$ cat config.mk
export PLATFORM = sky130hd
export DESIGN_NAME = regfile_dump_ctrl
export DESIGN_NICKNAME = d
export VERILOG_FILES = /design/src/rtl/regfile_dump_ctrl.sv
export SDC_FILE = /design/constraint.sdc
export NUM_CORES = 1
export LEC_CHECK = 0
export BUFFER_PORTS_ARGS = -buffer_cell sky130_fd_sc_hd__buf_2
export CAP_MARGIN = 20
export CORE_MARGIN = 4
export CORE_UTILIZATION = 51
export DETAILED_ROUTE_END_ITERATION = 10
export GPL_ROUTABILITY_DRIVEN = 0
export HOLD_SLACK_MARGIN = 0.03
export PLACE_DENSITY_LB_ADDON = 0.05
export SKIP_LAST_GASP = 1
export SLEW_MARGIN = 30
export SYNTH_ARGS = -nofsm -noshare
export SYNTH_HDL_FRONTEND = slang
export SYNTH_SLANG_ARGS = --single-unit
$ cat constraint.sdc
create_clock -name clk_i -period 2.27 [get_ports clk_i]
set_clock_uncertainty 0.1 [all_clocks]
set_input_delay 0.3405 -clock clk_i [delete_from_list [all_inputs] [get_ports clk_i]]
set_output_delay 0.3405 -clock clk_i [all_outputs]
set_load 0.01 [all_outputs]
$ cat src/rtl/regfile_dump_ctrl.sv
// Register-file dump initiator: walks every register through a spare read port
// and streams a framed byte sequence (header, index+data per register, checksum).
module regfile_dump_ctrl #(
    parameter int          NUM_REGS = 32,
    parameter int          ADDR_W   = 5,
    parameter int          DATA_W   = 32,
    parameter logic [7:0]  HDR_BYTE = 8'hA5
) (
    input  logic              clk_i,
    input  logic              rst_i,
    input  logic              start_i,
    output logic              busy_o,
    output logic              done_o,
    output logic [ADDR_W-1:0] rf_addr_o,
    input  logic [DATA_W-1:0] rf_data_i,
    output logic [7:0]        tx_data_o,
    output logic              tx_valid_o,
    input  logic              tx_ready_i
);

    localparam int BYTES = DATA_W / 8;
    localparam int CNT_W = $clog2(BYTES + 1);

    typedef enum logic [2:0] {IDLE, HDR, LOAD, IDX, DATA, SUM, DONE} state_t;

    state_t            state;
    logic [DATA_W-1:0] shift_reg;
    logic [DATA_W-1:0] shifted;
    logic [CNT_W-1:0]  byte_cnt;
    logic [7:0]        checksum;
    logic [7:0]        sum_next;
    logic              accept;
    logic              last_byte;
    logic              last_reg;

    assign accept    = tx_valid_o & tx_ready_i;
    assign shifted   = shift_reg >> 8;
    assign sum_next  = checksum + tx_data_o;
    assign last_byte = (byte_cnt == CNT_W'(BYTES - 1));
    assign last_reg  = (rf_addr_o == ADDR_W'(NUM_REGS - 1));

    // tx_data_o is preloaded one state ahead so the byte on the wire is always
    // a register; nothing advances while the sink stalls a valid byte.
    always_ff @(posedge clk_i or posedge rst_i) begin
        if (rst_i) begin
            state      <= IDLE;
            busy_o     <= 1'b0;
            done_o     <= 1'b0;
            rf_addr_o  <= '0;
            tx_valid_o <= 1'b0;
            tx_data_o  <= '0;
            checksum   <= '0;
            shift_reg  <= '0;
            byte_cnt   <= '0;
        end else begin
            case (state)
                IDLE: begin
                    if (start_i) begin
                        state      <= HDR;
                        busy_o     <= 1'b1;
                        rf_addr_o  <= '0;
                        checksum   <= '0;
                        tx_valid_o <= 1'b1;
                        tx_data_o  <= HDR_BYTE;
                    end
                end
                HDR: begin
                    if (accept) begin
                        state      <= LOAD;
                        tx_valid_o <= 1'b0;
                    end
                end
                LOAD: begin
                    shift_reg  <= rf_data_i;
                    tx_data_o  <= 8'(rf_addr_o);
                    tx_valid_o <= 1'b1;
                    state      <= IDX;
                end
                IDX: begin
                    if (accept) begin
                        checksum  <= sum_next;
                        byte_cnt  <= '0;
                        tx_data_o <= shift_reg[7:0];
                        state     <= DATA;
                    end
                end
                DATA: begin
                    if (accept) begin
                        checksum  <= sum_next;
                        shift_reg <= shifted;
                        byte_cnt  <= byte_cnt + 1'b1;
                        if (!last_byte) begin
                            tx_data_o <= shifted[7:0];
                        end else if (last_reg) begin
                            tx_data_o <= sum_next;
                            state     <= SUM;
                        end else begin
                            rf_addr_o  <= rf_addr_o + 1'b1;
                            tx_valid_o <= 1'b0;
                            state      <= LOAD;
                        end
                    end
                end
                SUM: begin
                    if (accept) begin
                        tx_valid_o <= 1'b0;
                        busy_o     <= 1'b0;
                        done_o     <= 1'b1;
                        state      <= DONE;
                    end
                end
                DONE: begin
                    done_o <= 1'b0;
                    state  <= IDLE;
                end
                default: state <= IDLE;
            endcase
        end
    end

endmodule

* Yosys cells after proc, flatten, opt, wreduce, memory -nomap -nowiden
Cells that the tools add are included.
W data, S select, Z words.
** Cells by class
- Mux-type cells :: 36
- Add/sub/neg operators :: 3
- Reductions and logical operators :: 20
- Eq/ne operators :: 18
- Bitwise logic cells :: 1
** Operators with widths (count)
- $pmux W32 S2 :: 1
- $mux W8 :: 7
- $mux W32 :: 1
- $pmux W8 S4 :: 1
- $mux W3 :: 9
- $mux W5 :: 4
- $pmux W3 S6 :: 1
- $pmux W8 S2 :: 1
- $ne A2 B2 Y1 const B :: 7
- $reduce_and A6 Y1 :: 2
- $reduce_bool A2 Y1 :: 6
- $pmux W5 S2 :: 1
- $reduce_and A5 Y1 :: 2
- $eq A3 B2 Y1 const B :: 3
- $eq A3 B3 Y1 const B :: 3
- $reduce_and A3 Y1 :: 3
- $add A8 B8 Y8 :: 1
- $reduce_bool A4 Y1 :: 2
- $mux W1 :: 6
- $pmux W3 S2 :: 1
- $add A5 B1 Y5 const B :: 1
- $eq A5 B5 Y1 const B :: 1
- $ne A2 B1 Y1 const B :: 2
- $pmux W1 S2 :: 2
- 8 further kinds :: 10
** Storage, ports and cells
- Flip-flop bits (word level) :: 62
- Logic and storage cells :: 87
- Output and inout bits :: 16
- Bits of input ports :: 36

* Depth between registers and ports, before layout
Gate-level depths: netlist of the first run.
- Word-level depth :: 5
- Gate-level depth with buffers :: 8
- Mapped depth without buffers :: 8

* Worst setup path after synthesis of the first run
OpenSTA, ideal clock, no wires.
- Kind :: reg2reg
- Start :: register rf_addr_o[0]
- End :: register tx_data_o[7]
- Path buffers :: 0
- Slack :: 0.034 ns
- Period minus slack after synthesis :: 2.236 ns
- Data required time :: 2.044 ns
- Data arrival time :: 2.010 ns
- Cell stages (with the launch flop) :: 9
- Library setup time :: 0.126 ns
- Path through :: dfrtp_1 -> ha_1 -> and3_1 -> ha_1 -> nor2b_1 -> nor3_4 -> or3_1 -> o21bai_1 -> o22ai_1
** On the way
- Cells in the longest elaborated chain, start to end :: 3
** RTL lines
- start: declaration :: RTL line 14 : output logic [ADDR_W-1:0] rf_addr_o,
- start signal: assignment :: RTL line 98 : rf_addr_o <= rf_addr_o + 1'b1;
- $eq A5 B5 Y1 :: RTL line 40 : assign last_reg = (rf_addr_o == ADDR_W'(NUM_REGS - 1));
- $ne A3 B3 Y1 (no source line)
- $reduce_and A5 Y1 (no source line)
- end signal: assignment :: RTL line 75 : tx_data_o <= 8'(rf_addr_o);
- end signal: assignment :: RTL line 83 : tx_data_o <= shift_reg[7:0];
- end signal: assignment :: RTL line 93 : tx_data_o <= shifted[7:0];
- end: declaration :: RTL line 16 : output logic [7:0] tx_data_o,
Every way passes these cells.
A chain may end at the register's enable or synchronous reset.

* Final worst setup path of the first run
- Start :: register tx_data_o[3]
- End :: register tx_data_o[5]
** On the way
- Cells in the longest elaborated chain, start to end :: 5
** RTL lines
- $add A8 B8 Y8 :: RTL line 38 : assign sum_next = checksum + tx_data_o;
- $mux W8 :: RTL line 94 : end else if (last_reg) begin
- $mux W8 :: RTL line 92 : if (!last_byte) begin
- $mux W8 :: RTL line 88 : if (accept) begin
- $pmux W8 S4 :: RTL line 56 : case (state)
Every way passes these cells. The select of a mux whose other input is x is not followed.

==> impl_metrics.sql, run 1 <==
INSERT INTO impl_metrics (metric_group, metric, value, unit) VALUES
('run_status', 'status', 'finished, final reports clean', ''),
('yosys', 'synth_cells', '366', ''),
('setup_path', 'critical_path.n_buffers_inverters', '0', ''),
('die', 'die_h', '88.9', 'µm'),
('finish', 'final_util', '63.6', '%'),
('route', 'detail_route.iter0.violations', '157', ''),
('finish', 'sequential_cell_area', '0.00155', 'mm²'),
('route', 'route.final.wire_length', '8170', 'µm'),
('clock_network', 'cts_tree', 'yes', ''),
('clock_network', 'number_of_buffers_inserted_during_clock_tree_synthesis', '9', ''),
('setup_path', 'worst_path_largest_cell_delay', '0.45', 'ns'),
('die', 'initial_core_util', '52.6', '%'),
('die', 'top_level_ports', '52', ''),
('yosys', 'mappedNetlistNets', '414', ''),
('setup_path', 'worstPathArrival', '2.32', 'ns'),
('finish', 'syn2layout_area_growth', '21.0', '%'),
('pwr', 'design_power_total', '5630', 'µW'),
('route', 'post_drt_wl_per_cell', '16.0', 'µm'),
('global_routing', 'antenna_found_initial', '0', ''),
('placement', 'post_dp_cell_area', '0.00378', 'mm²'),
('timing', 'layout_worst_path_cycle_share', '96.3', '%'),
('die', 'floorplan.die_area', '0.00790', 'mm²'),
('placement', 'hpwlAfterDp', '5990', 'µm'),
('pwr', 'static-leakage-power', '0.00187', 'µW'),
('clock_network', 'cts-htree-levels', '3', ''),
('yosys', 'synth_seq_cells', '62', ''),
('clock_network', 'cts.reportedPaths.clkPinSlew', '0.08', 'ns'),
('job', 'drv_cap', '0', ''),
('clock_network', 'cts.path.max_buffers', '2', ''),
('setup_path', 'timing.critical_path.cells', 'ha_1 -> nand2_1 -> o31ai_1 -> xnor2_1 -> nor2_1 -> o32a_1', ''),
('finish', 'postLayoutCellArea', '0.00404', 'mm²'),
('yosys', 'synth_top_cell_area_share', '46.5', '%'),
('global_routing', 'grt-ovfl-total', '0', ''),
('finish', 'largest_register_ff_count', '32', ''),
('setup_path', 'required_time_at_the_endpoint_of_the_critical_path', '2.41', 'ns'),
('worst_hold_path', 'worst_hold_path_type', 'in2reg', ''),
('clock_network', 'clock_insertion_delay_worst_skew', '0.35', 'ns'),
('timing', 'min_period', '2.19', 'ns'),
('route', 'detail_route.vias_per_cell', '5.61', ''),
('yosys', 'yosysWarnings', '0', ''),
('setup_path', 'cpMaxStageDelayCell', 'sky130_fd_sc_hd__o31ai_1', ''),
('timing', 'worst-slew-pin-transition', '0.637', 'ns'),
('finish', 'number_of_nets_in_the_finished_design', '477', ''),
('timing', 'setup-violations-final', '0', ''),
('timing', 'max_transition_margin', '57.4', '%'),
('setup_path', 'critical_path_peak_fanout', '5', ''),
('placement', 'placed_cells_incl_taps', '494', ''),
('route', 'remaining_drc_errors', '0', ''),
('yosys', 'netlist_area', '0.00334', 'mm²'),
('die', 'die_w', '88.9', 'µm'),
('route', 'via_count', '2868', ''),
('yosys', 'sequential_element_share_of_the_synthesized_area', '46.5', '%'),
('finish', 'finish.cell_count_without_fillers', '511', ''),
('finish', 'multi_input_logic_area', '0.00170', 'mm²'),
('yosys', 'dominant_synthesized_flop_cell', 'sky130_fd_sc_hd__dfrtp_1', ''),
('setup_path', 'criticalPathCategory', 'reg2reg', ''),
('timing', 'tns', '0', 'ns'),
('setup_path', 'critical_path.endpoint_type', 'flop', ''),
('yosys', 'netlist-cell-type-count', '50', ''),
('route', 'drt_pre_antenna_iters', '4', ''),
('yosys', 'synth-edff-count', '0', ''),
('setup_path', 'timing.critical_path.max_delay_family', 'compound AO/OA/AOI/OAI gates', ''),
('timing', 'rsz0062_at_grt', 'no', ''),
('yosys', 'asyncSetResetFlopFracSynth', '100', '%'),
('finish', 'num_antenna_cells', '0', ''),
('finish', 'nFillCells', '547', ''),
('yosys', 'synth_area_per_cell', '9.12', 'µm²'),
('yosys', 'yosysTopAreaCell', 'sky130_fd_sc_hd__dfrtp_1', ''),
('global_routing', 'grt_pass1_vias', '2758', ''),
('clock_network', 'number_of_clock_sinks_seen_by_cts', '62', ''),
('route', 'drt.antenna.violating_nets', '0', '');
final timing paths:
check	cells past startpoint	slack (ns)	startpoint	to
setup / recovery	6	0.08	tx_data_o[3]	tx_data_o[5]
hold / removal	2	0.10	rf_data_i[24]	shift_reg[24]
setup reg to reg	6	0.08	tx_data_o[3]	tx_data_o[5]
hold reg to reg	1	0.41	shift_reg[28]	shift_reg[28]
max in group asynchronous	4	1.03	rst_i	checksum[2]
min in group asynchronous	3	0.46	rst_i	byte_cnt[1]
kinds of logic after synthesis:
kind of cell	Yosys count	share of synthesized area [%]
buffers and inverters	25	3.64
and+or+nand+nor	152	20.3
AOI/OAI and AO/OA	98	19.9
adders and majority gates	12	4.72
muxes	11	3.34
xor gates and xnor gates	6	1.57
DFF	62	46.5
stage by stage:
stage / worst slack (ns) / hold slack (ns)
global route: 0.0157 / 0.102
detailed placement: -0.00883 / 0.302
global placement: 0.0523 / 0.303
floorplan: 0.0343 / 0.366
CTS: 0.0338 / 0.0996
finish: 0.0846 / 0.104
per-layer routing:
layer / track usage [%] / vias to the layer above / wire [µm]
met5: 0 / - / 0
met4: 7.97 / 0 / 150
met3: 5.71 / 15 / 405
met2: 33.7 / 70 / 3710
met1: 32.1 / 1347 / 3900
li1: - / 1436 / -
worst register-to-register path, stage by stage, from the launching register on:
cell	delay [ns]
sky130_fd_sc_hd__dfrtp_1	0.40
sky130_fd_sc_hd__ha_1	0.40
sky130_fd_sc_hd__nand2_1	0.09
sky130_fd_sc_hd__o31ai_1	0.45
sky130_fd_sc_hd__xnor2_1	0.24
sky130_fd_sc_hd__nor2_1	0.07
sky130_fd_sc_hd__o32a_1	0.32
final cells by class:
cell class	instances	share of cell area [%]
well taps	77	2.39
clock buffers	9	3.07
inverters	4	0.372
multi-input cells	279	42.2
clock inverters	7	2.45
repair buffers	73	11.1
flip-flops and latches	62	38.4
cell usage after synthesis (all sizes together), types with 5 or more instances:
cell    instances
a21oi          13
clkbuf          9
dfrtp          62
o21ai          20
a31oi          24
nand2          71
buf            12
a22o            9
o22ai           5
ha             11
mux2i          10
nor3            5
nand3          11
nor2           44
report_power, final:
| group | internal [µW] | total (µW) | switching, µW |
|---|---|---|---|
| registers | 1540 | 1860 | 312 |
| logic | 1130 | 2670 | 1540 |
| clock network | 621 | 1100 | 478 |
layout by cell type (no fill, tap or decap), types with 3 or more instances in the layout:
master,n
sky130_fd_sc_hd__nand2_1,71
sky130_fd_sc_hd__mux2i_1,10
sky130_fd_sc_hd__a22o_1,9
sky130_fd_sc_hd__o21ai_0,15
sky130_fd_sc_hd__o31ai_1,4
sky130_fd_sc_hd__a211oi_1,3
sky130_fd_sc_hd__o21ai_1,4
sky130_fd_sc_hd__o22a_1,3
sky130_fd_sc_hd__a21oi_1,11
sky130_fd_sc_hd__and3_1,4
sky130_fd_sc_hd__a31oi_1,24
sky130_fd_sc_hd__nand3_1,11
sky130_fd_sc_hd__dfrtp_1,62
sky130_fd_sc_hd__o22ai_1,3
sky130_fd_sc_hd__inv_1,3
sky130_fd_sc_hd__xnor2_1,4
sky130_fd_sc_hd__clkinv_4,3
sky130_fd_sc_hd__nor3_1,4
sky130_fd_sc_hd__ha_1,11
sky130_fd_sc_hd__or3_1,3
sky130_fd_sc_hd__nor2b_1,3
sky130_fd_sc_hd__buf_2,51
sky130_fd_sc_hd__nor2_1,44
sky130_fd_sc_hd__clkbuf_8,9
sky130_fd_sc_hd__buf_4,19
repair_timing:
| action | 4_1_cts | 5_1_grt |
|---|---|---|
| resized for setup | 1 | 4 |
| endpoints found under the setup margin | 1 | 10 |
| pin swaps | 0 | 0 |
| hold buffers | 1 | 0 |
| hold endpoints to repair | 20 | 0 |
| gates cloned | 0 | 0 |
No activity file was read; power rests on OpenSTA's default activity.
==> run 2: changes to the inputs <==
--- a/config.mk
+++ b/config.mk
@@ -5,10 +5,10 @@
 export SDC_FILE = /design/constraint.sdc
 export NUM_CORES = 1
 export LEC_CHECK = 0
+export ABC_AREA = 1
 export BUFFER_PORTS_ARGS = -buffer_cell sky130_fd_sc_hd__buf_2
-export CAP_MARGIN = 20
 export CORE_MARGIN = 4
-export CORE_UTILIZATION = 51
+export CORE_UTILIZATION = 52
 export DETAILED_ROUTE_END_ITERATION = 10
 export GPL_ROUTABILITY_DRIVEN = 0
 export HOLD_SLACK_MARGIN = 0.03
==> impl_metrics.sql, run 2 <==
INSERT INTO impl_metrics (metric_group, metric, value, unit) VALUES
('worst_hold_path', 'worst_hold_startpoint', 'rf_data_i[24]', ''),
('global_routing', 'gr-usage-all-layers', '22.0', '%'),
('finish', 'syn2layout_area_growth', '14.1', '%'),
('worst_hold_path', 'whs_path_depth', '3', ''),
('worst_hold_path', 'worst_hold_path_type', 'in2reg', ''),
('yosys', 'sequential_element_share_of_the_synthesized_area', '44.5', '%'),
('finish', 'layout.cells.most_common_list', '108 x sky130_fd_sc_hd__nand2_1, 62 x sky130_fd_sc_hd__dfrtp_1, 58 x sky130_fd_sc_hd__inv_1', ''),
('route', 'via_count', '3086', ''),
('global_routing', 'grt_pass1_vias', '2852', ''),
('die', 'fp.coreArea', '0.00642', 'mm²'),
('route', 'post_drt_wl_per_cell', '15.0', 'µm'),
('yosys', 'synth_cells', '433', ''),
('yosys', 'yosysTopAreaCell', 'sky130_fd_sc_hd__dfrtp_1', ''),
('die', 'die_h', '89.8', 'µm'),
('setup_path', 'required_time_at_the_endpoint_of_the_critical_path', '2.39', 'ns'),
('route', 'drt.antenna.violating_nets', '0', ''),
('pwr', 'maximum_vdd_drop', '0.518', 'mV'),
('yosys', 'synth_seq_cells', '62', ''),
('placement', 'hpwlAfterDp', '6250', 'µm'),
('yosys', 'asyncSetResetFlopFracSynth', '100', '%'),
('die', 'floorplan.die_area', '0.00807', 'mm²'),
('global_routing', 'maximum_number_of_pins_on_one_net_before_global_route_repair', '56', ''),
('die', 'die_w', '89.8', 'µm'),
('yosys', 'synth-edff-count', '0', ''),
('setup_path', 'regToRegStartpoint', 'rf_addr_o[0]', ''),
('yosys', 'synth_top_cell_area_share', '44.5', '%'),
('yosys', 'synth_area_per_cell', '8.04', 'µm²'),
('timing', 'min_period', '2.08', 'ns'),
('timing', 'rsz0062_at_grt', 'no', ''),
('pwr', 'swShare', '43.7', '%'),
('yosys', 'mappedNetlistNets', '481', ''),
('yosys', 'main_combinational_cell_family_by_area_after_synthesis', 'simple AND/OR/NAND/NOR gates', ''),
('pwr', 'netSwitchingPower', '2130', 'µW'),
('setup_path', 'critical_path_peak_fanout', '5', ''),
('setup_path', 'critical_path.endpoint_type', 'flop', ''),
('setup_path', 'setup.reg_to_reg.worst_slack', '0.19', 'ns'),
('yosys', 'synthMuxAreaShare', '0', '%'),
('clock_network', 'cts_setup_buffers', '0', ''),
('finish', 'num_antenna_cells', '0', ''),
('finish', 'finish.cell_count_without_fillers', '570', ''),
('setup_path', 'worstPathArrival', '2.20', 'ns'),
('clock_network', 'cts_tree', 'yes', ''),
('clock_network', 'number_of_buffers_inserted_during_clock_tree_synthesis', '9', ''),
('yosys', 'simple_gate_share_of_the_synthesized_area', '24.3', '%'),
('worst_hold_path', 'hold_end', 'shift_reg[24]', ''),
('setup_path', 'reg2reg_depth', '11', ''),
('timing', 'setup-violations-final', '0', ''),
('timing', 'max_transition_margin', '55.6', '%'),
('route', 'detail_route.iter0.violations', '236', ''),
('timing', 'worst-slew-pin-transition', '0.666', 'ns'),
('clock_network', 'number_of_clock_sinks_seen_by_cts', '62', ''),
('clock_network', 'clock_tree_root', 'sky130_fd_sc_hd__clkbuf_8', ''),
('clock_network', 'cts.reportedPaths.clkPinSlew', '0.07', 'ns'),
('setup_path', 'criticalPathCategory', 'reg2reg', ''),
('timing', 'timing.final.max_slew_violations', '0', ''),
('finish', 'nFillCells', '579', ''),
('die', 'initial_core_util', '54.2', '%'),
('global_routing', 'grt-ovfl-total', '0', ''),
('pwr', 'powerDensity', '1230', 'mW/mm²'),
('pwr', 'power.clock.fraction', '19.7', '%'),
('finish', 'number_of_nets_in_the_finished_design', '536', ''),
('yosys', 'synth-compound-area-share', '15.5', '%'),
('clock_network', 'clock_insertion_delay_worst_skew', '0.34', 'ns'),
('pwr', 'reg_power_share', '36.9', '%'),
('yosys', 'post_synth_xor_area_fraction', '1.01', '%'),
('global_routing', 'first_pass_grt_wire_length', '14300', 'µm'),
('pwr', 'combinationalPowerShare', '43.3', '%'),
('timing', 'final_hold_viol_count', '0', ''),
('finish', 'most_common_cell_after_layout_fill_and_taps_aside', 'sky130_fd_sc_hd__nand2_1', ''),
('setup_path', 'startpoint_type', 'flop', ''),
('yosys', 'netlist-cell-type-count', '35', ''),
('timing', 'max_freq', '482', 'MHz'),
('pwr', 'internal_power_summed_over_all_cells', '2750', 'µW'),
('yosys', 'netlist_area', '0.00348', 'mm²'),
('route', 'route.final.wire_length', '8570', 'µm'),
('die', 'top_level_ports', '52', ''),
('route', 'drt_pre_antenna_iters', '5', ''),
('yosys', 'synth_common_cells', '108 x sky130_fd_sc_hd__nand2_1, 62 x sky130_fd_sc_hd__dfrtp_1, 59 x sky130_fd_sc_hd__inv_1, 33 x sky130_fd_sc_hd__o21ai_0, 29 x sky130_fd_sc_hd__nand3_1', ''),
('clock_network', 'cts-htree-levels', '3', ''),
('finish', 'largest_register_ff_count', '32', ''),
('setup_path', 'timing.rr.end', 'tx_data_o[7]', ''),
('timing', 'layout_worst_path_cycle_share', '91.4', '%'),
('yosys', 'yosysMostFrequentCell', 'sky130_fd_sc_hd__nand2_1', ''),
('clock_network', 'cts.path.max_buffers', '2', ''),
('global_routing', 'antenna_found_initial', '0', ''),
('route', 'remaining_drc_errors', '0', ''),
('placement', 'placed_cells_incl_taps', '553', ''),
('timing', 'tns', '0', 'ns'),
('job', 'drv_cap', '0', ''),
('pwr', 'static-leakage-power', '0.00204', 'µW'),
('run_status', 'status', 'finished, final reports clean', ''),
('yosys', 'synth-adder-area-share', '4.53', '%'),
('route', 'detail_route.vias_per_cell', '5.41', ''),
('placement', 'port-buffer-count', '51', ''),
('yosys', 'ys_top_cells_by_area', 'sky130_fd_sc_hd__dfrtp_1 45%, sky130_fd_sc_hd__nand2_1 12%, sky130_fd_sc_hd__inv_1 6.4%', ''),
('finish', 'drive_above_1_share', '21.1', '%'),
('yosys', 'dominant_synthesized_flop_cell', 'sky130_fd_sc_hd__dfrtp_1', ''),
('die', 'rows', '29', ''),
('yosys', 'yosysWarnings', '0', '');
==> run 2: cell types whose count changed in the layout (fill, tap and decap cells not counted), sizes merged, moves of 10 or more <==
cell and delta:
inv +64, nand3 +21, o211ai +20, mux2i -10, nand2 +46, a31oi -20
buf -17, nor2 -13, o21ai +25
==> run 2: worst max-delay path by stage <==
stage / start / to / slack (ns) / cells past startpoint
after global placement: rf_addr_o[0] / tx_data_o[7] / 0.10 / 11
after global routing: rf_addr_o[0] / tx_data_o[7] / 0.01 / 11
after CTS: rf_addr_o[0] / tx_data_o[7] / 0.08 / 11
final: rf_addr_o[0] / tx_data_o[7] / 0.19 / 11
after detailed placement: rf_addr_o[0] / tx_data_o[7] / 0.10 / 11
after floorplan: rst_i / busy_o / 0.29 / 1
==> run 2: worst max-delay path, cell delays in order (launching register included) <==
cell	delay [ns]
sky130_fd_sc_hd__dfrtp_1	0.44
sky130_fd_sc_hd__ha_1	0.20
sky130_fd_sc_hd__nand2_1	0.07
sky130_fd_sc_hd__nor2_1	0.11
sky130_fd_sc_hd__ha_2	0.26
sky130_fd_sc_hd__nor2_1	0.06
sky130_fd_sc_hd__inv_1	0.05
sky130_fd_sc_hd__nor2_1	0.04
sky130_fd_sc_hd__nor2_2	0.19
sky130_fd_sc_hd__nand3_2	0.17
sky130_fd_sc_hd__nor2_2	0.19
sky130_fd_sc_hd__a21oi_2	0.08
==> run 2: stage by stage <==
stage	worst slack (ns)	hold slack [ns]	total power (µW)	cell area [µm²]	util (%)
floorplan	0.288	0.346	3420	3480	-
global placement	0.101	0.356	3870	3770	58.7
detailed placement	0.104	0.372	3910	3770	58.7
CTS	0.0835	0.0944	4880	3970	61.8
global route	0.0100	0.112	5280	3980	61.9
finish	0.194	0.105	4880	3980	61.9
==> run 2: final cells by class <==
cell class                      count  area, µm²  share of cell area, %
Inverter                           68        258                   6.48
Multi-Input combinational cell    291       1580                   39.8
Timing Repair Buffer               56        295                   7.43
Sequential cell                    62       1550                   39.0
Tap cell                           77       96.3                   2.42
Clock buffer                       10        128                   3.21
Clock inverter                      6       62.6                   1.57
==> run 2: power by group through the flow <==
stage	combinational (µW)	sequential [µW]	clock [µW]
after global routing	2380	1860	1040
after floorplan	1620	1800	0
final	2120	1800	963
after global placement	2060	1810	0
after detailed placement	2090	1820	0
after CTS	2100	1800	973
==> run 2: kinds of logic after synthesis <==
logic type      after synthesis
buf+inv                      80
flops                        62
simple gates                184
fa+ha+maj                    12
xor+xnor                      4
compound gates               91
==> run 2: timing repair <==
item | CTS | global route
setup endpoints to repair | 0 | 2
resized for setup | 0 | 2
hold buffers | 1 | 0
hold endpoints to repair | 24 | 0
==> run 2: layer usage <==
metal | track usage [%] | part of all wire [%] | vias up
li1 | - | - | 1531
met1 | 32.2 | 48 | 1464
met2 | 33.3 | 46 | 80
met3 | 3.34 | 4.6 | 11
met4 | 8.05 | 1.8 | 0
met5 | 0 | 0 | -
